--- src/rtl/systolic_os_ctrl.sv ---
// systolic_os_ctrl: phase sequencer (clear, feed, flush, drain) for an output-stationary systolic array
module systolic_os_ctrl #(
  parameter int x_axis  = 3,
  parameter int y_axis  = 3,
  parameter int WIDTH_K = 8
) (
  input  logic                                          clk,
  input  logic                                          rst_n,
  input  logic                                          start,
  input  logic [WIDTH_K-1:0]                            k_len,
  input  logic                                          stall,
  input  logic                                          abort,
  output logic                                          busy,
  output logic                                          done,
  output logic                                          err,
  output logic                                          reg_clear,
  output logic                                          cell_en,
  output logic                                          pipeline_en,
  output logic                                          cscan_en,
  output logic                                          feed_valid,
  output logic [WIDTH_K-1:0]                            feed_idx,
  output logic                                          out_valid,
  output logic [(x_axis > 1 ? $clog2(x_axis) : 1)-1:0]  out_col
);
  localparam int CW = x_axis > 1 ? $clog2(x_axis) : 1;
  localparam int F  = x_axis + y_axis - 2;
  localparam logic [WIDTH_K-1:0] F_LAST = WIDTH_K'(F == 0 ? 0 : F - 1);
  localparam logic [WIDTH_K-1:0] X_LAST = WIDTH_K'(x_axis - 1);
  typedef enum logic [2:0] {IDLE, CLEAR, FEED, FLUSH, DRAIN, DONE, ABORT} state_t;
  state_t             state, state_nxt;
  logic [WIDTH_K-1:0] cnt, cnt_nxt, k_q;
  logic               last, active;
  assign active = (state == FEED) || (state == FLUSH) || (state == DRAIN);
  assign last   = state == FEED  ? cnt == k_q - WIDTH_K'(1) :
                  state == FLUSH ? cnt == F_LAST : cnt == X_LAST;
  // next state and phase counter; counter restarts at 0 on every phase entry
  always_comb begin
    state_nxt = state;
    cnt_nxt   = cnt;
    case (state)
      IDLE:    state_nxt = (start && k_len != '0) ? CLEAR : IDLE;
      CLEAR:   begin state_nxt = FEED; cnt_nxt = '0; end
      DONE,
      ABORT:   begin state_nxt = IDLE; cnt_nxt = '0; end
      default: if (!stall) begin
        cnt_nxt   = last ? '0 : cnt + WIDTH_K'(1);
        state_nxt = !last ? state :
                    state == FEED  ? (F == 0 ? DRAIN : FLUSH) :
                    state == FLUSH ? DRAIN : DONE;
      end
    endcase
    if (abort && state != IDLE) begin
      state_nxt = ABORT;
      cnt_nxt   = '0;
    end
  end
  // state, counter, captured K and the reject pulse
  always_ff @(posedge clk or negedge rst_n) begin
    if (!rst_n) begin
      state <= IDLE;
      cnt   <= '0;
      k_q   <= '0;
      err   <= 1'b0;
    end else begin
      state <= state_nxt;
      cnt   <= cnt_nxt;
      err   <= state == IDLE && start && k_len == '0;
      if (state == IDLE && start) k_q <= k_len;
    end
  end
  // stall blanks the array enables in the same cycle so a frozen wavefront is never consumed
  assign busy        = state != IDLE;
  assign done        = state == DONE;
  assign reg_clear   = (state == CLEAR) || (state == ABORT);
  assign cell_en     = ((state == FEED) || (state == FLUSH)) && !stall;
  assign pipeline_en = active && !stall;
  assign cscan_en    = (state == DRAIN) && !stall;
  assign out_valid   = cscan_en;
  assign feed_valid  = (state == FEED) && !stall;
  assign feed_idx    = state == FEED ? cnt : '0;
  assign out_col     = state == DRAIN ? cnt[CW-1:0] : '0;
endmodule
--- config.mk ---
export PLATFORM = sky130hd
export DESIGN_NAME = systolic_os_ctrl
export DESIGN_NICKNAME = d
export VERILOG_FILES = /design/src/rtl/systolic_os_ctrl.sv
export SDC_FILE = /design/constraint.sdc
export NUM_CORES = 1
export LEC_CHECK = 0
export CORE_ASPECT_RATIO = 0.5
export CORE_MARGIN = 3
export CORE_UTILIZATION = 40
export CTS_CLUSTER_SIZE = 10
export DETAILED_ROUTE_END_ITERATION = 10
export HOLD_SLACK_MARGIN = 0.08
export PLACE_DENSITY_LB_ADDON = 0.05
export SYNTH_ARGS = -nofsm -noshare
export SYNTH_HDL_FRONTEND = slang
export SYNTH_SLANG_ARGS = --single-unit
--- constraint.sdc ---
create_clock -name clk -period 5.2 [get_ports clk]
set_clock_uncertainty 0.05 [all_clocks]
set_input_delay 0.78 -clock clk [delete_from_list [all_inputs] [get_ports clk]]
set_output_delay 0.78 -clock clk [all_outputs]
set_load 0.1 [all_outputs]
==> out/results.env, run 1 <==
MIN_PERIOD_NS=3.577
SYNTH_CELL_TYPE_COUNT=49
WIRE_LENGTH_OF_THE_FIRST_GLOBAL_ROUTING_PASS_UM=5954
CLK_TRANSITION_REPORTED_PATHS_NS=0.08
WIRE_PER_INST_UM=13.90
SYNTH_AREA_PER_CELL_UM2=8.353
ROUTE.VIAS.TOTAL=1348
POST_SYNTH_INST_COUNT=176
SYNTH-EDFF-COUNT=0
H-TREE-DEPTH=1
POST_CTS.RESIZED_INSTANCES=0
FINAL_CRITICAL_PATH_SETUP_SLACK_NS=1.623
DRT_FIRST_PASS_ITERS=4
PRECTSSETUPSLACK_NS=1.724
POST_CTS_BUFFERS=0
CLOCKROOTBUFFER='sky130_fd_sc_hd__clkbuf_8'
DESIGN.CORE.AREA_UM2=3241
P_LEAK_nW=0.7410
PWR_TOTAL_mW=1.112
OVERFLOW=0
TRITONCTS.NUM_BUFFERS=3
FINAL_HOLD_VIOLATION_COUNT=0
HOLD_PATH.STARTPOINT='cnt[7]'
PLACEDINSTANCEAREA_UM2=1789
INITIAL_CORE_UTIL_PCT=45.37
FIRST_GLOBAL_VIAS=1229
HOLD-PATH-CELL-COUNT=1
TIMING.CRITICAL_PATH.TO_TYPE='primary output'
PERIOD_SHARE_PCT=68.78
SYNTHARSTFLOPSHARE_PCT=100.0
DIE_AREA_UM2=4483
DP_HPWL_UM=2727
POST_SYN_NETS=191
SETUP_VIOLATIONS=0
DESIGN.FINAL.NETS=217
SYNTHFLOPTYPE='sky130_fd_sc_hd__dfrtp_1'
WORST_RELATIVE_SLEW_SLACK_PCT=34.45
PIN_COUNT_OF_THE_BIGGEST_NET_ENTERING_GLOBAL_ROUTING=21
HOLD_BUFFERS=0
UTILIZATION_PCT=57.41
CRIT_PATH_MAX_FANOUT=15
DETAILEDROUTE.FIRSTITERATIONVIOLATIONS=44
HOLD_PATH_END='cnt[7]'
DIE_HEIGHT_UM=48.87
MAX_CAP_VIOLATIONS=0
CRITICAL_PATH_REQUIRED_NS=4.37
VIA_PER_INST=5.414
OUTCOME='complete, no violations'
WORST_R2R_ENDPOINT='cnt[5]'
SYNTHTOLAYOUTAREAGROWTH_PCT=26.55
PWR_DENSITY_CELL_nW_PER_UM2=597.8
DP.CELLS=245
ROUTE.DETAILED.DRC=0
COUNT_OF_SYNTHESIS_STAGE_WARNINGS_FROM_YOSYS=0
PINS_OVER_THEIR_SLEW_LIMIT=0
CLOCK.FMAX_MHz=279.6
IO_PINS=32
CP-START-KIND='flip-flop'
DRT_WL_TOTAL_UM=3462
SYNTH.FF_LATCH_COUNT=20
FLOORPLAN.DIE.WIDTH_UM=91.74
ROWS=14
TIMING.SETUP.CRITICAL_PATH_CLASS='reg -> out'
GRT_ANTENNA_BEFORE_REPAIR=0
TIMING.REG2REG.WORST_PATH_DEPTH=6
R2R_SLACK_NS=2.31
DRT.ANTENNA.VIOLATING_NETS=0
CTSLONGESTPATHBUFFERS=2
INSERTION_DELAY_NS=0.26
HOLD_PATH_CLASS='reg -> reg'
YOSYSSEQAREASHARE_PCT=34.04
FINAL.SETUP.TNS_NS=0
CLOCK_SINKS=20
SYNTHESIS.AREA_UM2=1470
TIMING.HOLD.WS_NS=0.5130
IO_BUFFERS=31
FIN_AREA_UM2=1861
IR_WORST_VDD_uV=271.5
TRITONCTS='built'
RR_STARTPOINT='state[1]'
FIN_CELLS=249
ANTENNA_CELLS=0
WORST_PATH_ARRIVAL_NS=2.75
GROUTE.USAGE.OVERALL_PCT=16.42
TIGHTEST_SLEW_NS=0.9802
FINAL_LAYOUT_SIZE_SUFFIX_GT1_SHARE_PCT=6.965
RSZ_0062_RAISED_AFTER_GLOBAL_ROUTING='false'
GLOBALPLACE.CONGESTION=0.8632
flip-flops by register name, summed over array words and instances (netlist names):
signal	cells
state	3
k_q	8
cnt	8
err	1
layout make-up:
cell class,instances,area [um2]
fillers,310,1380
clock inverters,1,30.03
multi-input cells,136,880.8
flip-flops and latches,20,500.5
clock buffers,3,41.29
inverters,10,37.54
well taps,48,60.06
repair buffers,31,310.3
synthesized netlist by cell type, types with 2 or more instances:
| cell type | n | share of area [%] |
|---|---|---|
| sky130_fd_sc_hd__a21oi_1 | 12 | 4.1 |
| sky130_fd_sc_hd__a31oi_1 | 3 | 1.3 |
| sky130_fd_sc_hd__and2_1 | 8 | 3.4 |
| sky130_fd_sc_hd__and3_1 | 5 | 2.1 |
| sky130_fd_sc_hd__buf_2 | 2 | 0.68 |
| sky130_fd_sc_hd__clkbuf_1 | 6 | 1.5 |
| sky130_fd_sc_hd__dfrtp_1 | 20 | 34 |
| sky130_fd_sc_hd__ha_1 | 2 | 1.7 |
| sky130_fd_sc_hd__inv_1 | 10 | 2.6 |
| sky130_fd_sc_hd__mux2_2 | 5 | 3.8 |
| sky130_fd_sc_hd__nand2_1 | 17 | 4.3 |
| sky130_fd_sc_hd__nand2b_1 | 3 | 1.3 |
| sky130_fd_sc_hd__nand3_1 | 3 | 1.0 |
| sky130_fd_sc_hd__nand3b_1 | 2 | 1.0 |
| sky130_fd_sc_hd__nand4_1 | 2 | 0.85 |
| sky130_fd_sc_hd__nor2_1 | 15 | 3.8 |
| sky130_fd_sc_hd__nor2b_1 | 2 | 0.85 |
| sky130_fd_sc_hd__nor3_1 | 5 | 1.7 |
| sky130_fd_sc_hd__nor3b_1 | 2 | 1.0 |
| sky130_fd_sc_hd__nor4_1 | 2 | 0.85 |
| sky130_fd_sc_hd__o21ai_0 | 7 | 2.4 |
| sky130_fd_sc_hd__o21ai_1 | 7 | 2.4 |
| sky130_fd_sc_hd__o31ai_1 | 2 | 1.0 |
| sky130_fd_sc_hd__or3_1 | 4 | 1.7 |
| sky130_fd_sc_hd__xnor2_1 | 4 | 2.4 |
| sky130_fd_sc_hd__xor2_1 | 3 | 1.8 |
placed cells by master, fill, tap and decap left out, types with 2 or more instances in the layout:
cell type                         Yosys  routed
sky130_fd_sc_hd__nand3_1              3       3
sky130_fd_sc_hd__xor2_1               3       3
sky130_fd_sc_hd__mux2_2               5       5
sky130_fd_sc_hd__nor3b_1              2       2
sky130_fd_sc_hd__clkbuf_8             0       3
sky130_fd_sc_hd__nor3_1               5       5
sky130_fd_sc_hd__nor2b_1              2       2
sky130_fd_sc_hd__or3_1                4       4
sky130_fd_sc_hd__nand2b_1             3       3
sky130_fd_sc_hd__and3_1               5       5
sky130_fd_sc_hd__o31ai_1              2       2
sky130_fd_sc_hd__inv_1               10      10
sky130_fd_sc_hd__nor2_1              15      15
sky130_fd_sc_hd__ha_1                 2       2
sky130_fd_sc_hd__nor4_1               2       2
sky130_fd_sc_hd__nand2_1             17      17
sky130_fd_sc_hd__o21ai_1              7       7
sky130_fd_sc_hd__nand3b_1             2       2
sky130_fd_sc_hd__nand4_1              2       2
sky130_fd_sc_hd__o21ai_0              7       7
sky130_fd_sc_hd__clkdlybuf4s50_1      0      31
sky130_fd_sc_hd__a31oi_1              3       3
sky130_fd_sc_hd__xnor2_1              4       4
sky130_fd_sc_hd__and2_1               8       8
sky130_fd_sc_hd__dfrtp_1             20      20
sky130_fd_sc_hd__a21oi_1             12      12
worst max-delay path, cell delays in order, from the launching register on:
cell and delay [ns]:
sky130_fd_sc_hd__dfrtp_1 0.58, sky130_fd_sc_hd__nor3b_2 0.55, sky130_fd_sc_hd__and2_1 0.22, sky130_fd_sc_hd__clkdlybuf4s50_1 1.13
per-layer routing:
metal  wire length, um  vias to the layer above  GRT usage (%)
met1              1840                      649          23.85
met5                 0                        -              0
li1                  -                      677              -
met3               117                        2          4.931
met4                13                        0          2.217
met2              1491                       20          24.55
cell families (layout without fill, tap and decap cells):
kind of cell,Yosys count,count (layout),synth area share (%)
DFF,20,20,34.04
buffers and inverters,20,45,6.043
xor gates and xnor gates,8,8,5.702
muxes,5,5,3.830
adders and majority gates,2,2,1.702
AOI/OAI and AO/OA,43,43,19.92
and+or+nand+nor,78,78,28.76
where the power goes:
group          total [mW]  internal (mW)  switching (mW)  leakage (nW)
clock               0.156          0.103          0.0530        0.0357
combinational       0.668          0.228           0.440         0.449
sequential          0.288          0.205          0.0836         0.256
total                1.11          0.535           0.577         0.741
worst max-delay path by stage:
| stage | startpoint | endpoint | cells after the start |
|---|---|---|---|
| 2_1_floorplan | stall | out_valid | 3 |
| 3_3_place_gp | stall | cscan_en | 3 |
| 3_5_place_dp | stall | out_valid | 3 |
| 4_1_cts | state[1] | feed_idx[5] | 3 |
| 5_1_grt | state[1] | feed_idx[7] | 3 |
| 6_report | state[1] | feed_idx[5] | 3 |
Power figures use the tool's default switching activity.
==> inputs of run 2 (changes only) <==
Clock period 5.2 ns to 3.45 ns, I/O delays scaled along.
==> out/results.env, run 2 (synthesis gave the netlist of run 1 again) <==
GRT_ANTENNA_BEFORE_REPAIR=0  # unchanged
FIN_CELLS=249  # unchanged
P_LEAK_nW=0.7736  # +4.4%
WIRE_LENGTH_OF_THE_FIRST_GLOBAL_ROUTING_PASS_UM=5713  # -4.0%
IR_WORST_VDD_uV=363.7  # +34%
POST_CTS_BUFFERS=0  # unchanged
DP_HPWL_UM=2751  # +0.87%
OUTCOME='complete, no violations'
VIA_PER_INST=5.378  # -0.67%
FLOORPLAN.DIE.WIDTH_UM=91.74  # unchanged
MIN_PERIOD_NS=2.866
FINAL_LAYOUT_SIZE_SUFFIX_GT1_SHARE_PCT=15.92  # +9.0 points
HOLD-PATH-CELL-COUNT=1  # unchanged
DIE_AREA_UM2=4483  # unchanged
LAYOUT_TOP_REGISTERS='cnt x8, k_q x8, state x3'
WORST_RELATIVE_SLEW_SLACK_PCT=35.23  # +0.78 points
HOLD_PATH.STARTPOINT='cnt[7]'
DRT_FIRST_PASS_ITERS=4  # unchanged
HOLD_PATH_CLASS='reg -> reg'
CRITICAL_PATH_REQUIRED_NS=3.55  # -0.82 ns
PLACEDINSTANCEAREA_UM2=1744  # -2.5%
OVERFLOW=0  # unchanged
FF_LATCH_AREA_UM2=500.5  # unchanged
PINS_OVER_THEIR_SLEW_LIMIT=0  # unchanged
IO_BUFFERS=31  # unchanged
GROUTE.USAGE.OVERALL_PCT=15.96  # -0.46 points
CRIT_START='state[1]'
TIMING.CRITICAL_PATH.TO_TYPE='flip-flop'
MOST-COMMON-LAYOUT-CELLS='sky130_fd_sc_hd__dfrtp_1 (20), sky130_fd_sc_hd__buf_4 (18), sky130_fd_sc_hd__nand2_1 (17)'
LAYOUT_COMMONEST_CELL='sky130_fd_sc_hd__dfrtp_1'
CTSLONGESTPATHBUFFERS=2  # unchanged
RSZ_0062_RAISED_AFTER_GLOBAL_ROUTING='false'
PWR_DENSITY_CELL_nW_PER_UM2=918.3  # +54%
TIMING.HOLD.WS_NS=0.5131  # +0.0001480 ns
INITIAL_CORE_UTIL_PCT=45.37  # unchanged
CLOCKROOTBUFFER='sky130_fd_sc_hd__clkbuf_8'
CRIT_BUF_INV=0  # -1
RR_STARTPOINT='state[1]'
MULTI_INPUT_AREA_UM2=880.8  # unchanged
CLK_TRANSITION_REPORTED_PATHS_NS=0.07  # about the same
WORST_PATH_ARRIVAL_NS=2.96  # +0.21 ns
DESIGN.CORE.AREA_UM2=3241  # unchanged
HOLD_BUFFERS=0  # unchanged
TIGHTEST_SLEW_NS=0.9684  # -0.01172 ns
WORST_PATH_LARGEST_CELL_DELAY_NS=0.57  # -0.56 ns
INSERTION_DELAY_NS=0.26  # about the same
FILLCELLCOUNT=313  # +0.97%
CLOCK.FMAX_MHz=348.9
CRIT_PATH_MAX_FANOUT=15  # unchanged
HOLD_PATH_END='cnt[7]'
ROUTE.VIAS.TOTAL=1339  # -0.67%
SYNTHTOLAYOUTAREAGROWTH_PCT=23.49
DP.CELLS=245  # unchanged
ANTENNA_CELLS=0  # unchanged
ROUTE.DETAILED.DRC=0  # unchanged
CP-START-KIND='flip-flop'
GLOBALPLACE.CONGESTION=0.8389  # -2.8%
CRITICAL_PATH.CELL_CHAIN='nor3b_2, o21ai_0, a2111oi_4, a41oi_2, and3_1, a221o_1'
DETAILEDROUTE.FIRSTITERATIONVIOLATIONS=54  # +23%
DESIGN.FINAL.NETS=217  # unchanged
SETUP_VIOLATIONS=0  # unchanged
FINAL_HOLD_VIOLATION_COUNT=0  # unchanged
WIRE_PER_INST_UM=14.22  # +2.3%
PERIOD_SHARE_PCT=83.08
TRITONCTS='built'
IO_PINS=32  # unchanged
DRT_WL_TOTAL_UM=3541  # +2.3%
ROWS=14  # unchanged
FIN_AREA_UM2=1815  # -2.4%
FINAL.SETUP.TNS_NS=0  # unchanged
UTILIZATION_PCT=56.02  # -1.4 points
R2R_SLACK_NS=0.58  # -1.73 ns
FIRST_GLOBAL_VIAS=1140  # -7.2%
DIE_HEIGHT_UM=48.87  # unchanged
DRT.ANTENNA.VIOLATING_NETS=0  # unchanged
PATH_DELAY_FAMILY='compound AO/OA/AOI/OAI gates'
PIN_COUNT_OF_THE_BIGGEST_NET_ENTERING_GLOBAL_ROUTING=21  # unchanged
CLOCK_SINKS=20  # unchanged
TRITONCTS.NUM_BUFFERS=3  # unchanged
H-TREE-DEPTH=1  # unchanged
POST_CTS.RESIZED_INSTANCES=0  # unchanged
SLOWEST_LIBRARY_CELL_ON_THE_WORST_PATH='sky130_fd_sc_hd__dfrtp_1'
MAX_CAP_VIOLATIONS=0  # unchanged
TIMING.REG2REG.WORST_PATH_DEPTH=6  # unchanged
TIMING.SETUP.CRITICAL_PATH_CLASS='reg -> reg'
WORST_R2R_ENDPOINT='cnt[5]'
==> run 2: cell count changes in the layout (fill, tap and decap cells not counted) <==
cell,previous run,this run
sky130_fd_sc_hd__buf_4,0,18
sky130_fd_sc_hd__clkdlybuf4s50_1,31,13
==> run 2: layout make-up <==
cell class                 instances  share of cell area [%]
multi-input combinational        136                   48.52
sequential                        20                   27.57
timing repair buffer              31                   14.61
tap                               48                   3.308
clock buffer                       3                   2.274
inverter                          10                   2.068
clock inverter                     1                   1.654
==> run 2: routing by layer <==
layer / wire [um] / part of all wire [%] / global-route usage, %
met2: 1460 / 41 / 20.92
met3: 143 / 4.0 / 4.931
met1: 1925 / 54 / 25.61
met4: 12 / 0.34 / 1.478
met5: 0 / 0 / 0
==> run 2: worst max path at each step <==
| stage | end | depth (start not counted) |
|---|---|---|
| floorplan | cnt[5] | 9 |
| global placement | cnt[5] | 6 |
| detailed placement | cnt[5] | 6 |
| CTS | cnt[5] | 6 |
| global route | cnt[5] | 6 |
| finish | cnt[5] | 6 |
==> run 2: report_power, final <==
group / internal (mW) / switching, mW / leakage (nW)
Clock: 0.155 / 0.0777 / 0.0357
Sequential: 0.308 / 0.129 / 0.256
Combinational: 0.330 / 0.667 / 0.482
Total: 0.793 / 0.874 / 0.774
==> run 2: per-stage QoR <==
step	power (mW)	worst slack (ns)
CTS	1.671	0.5697
global route	1.772	0.3406
detailed placement	1.434	0.5954
floorplan	1.252	0.1061
finish	1.667	0.5836
global placement	1.421	0.6700
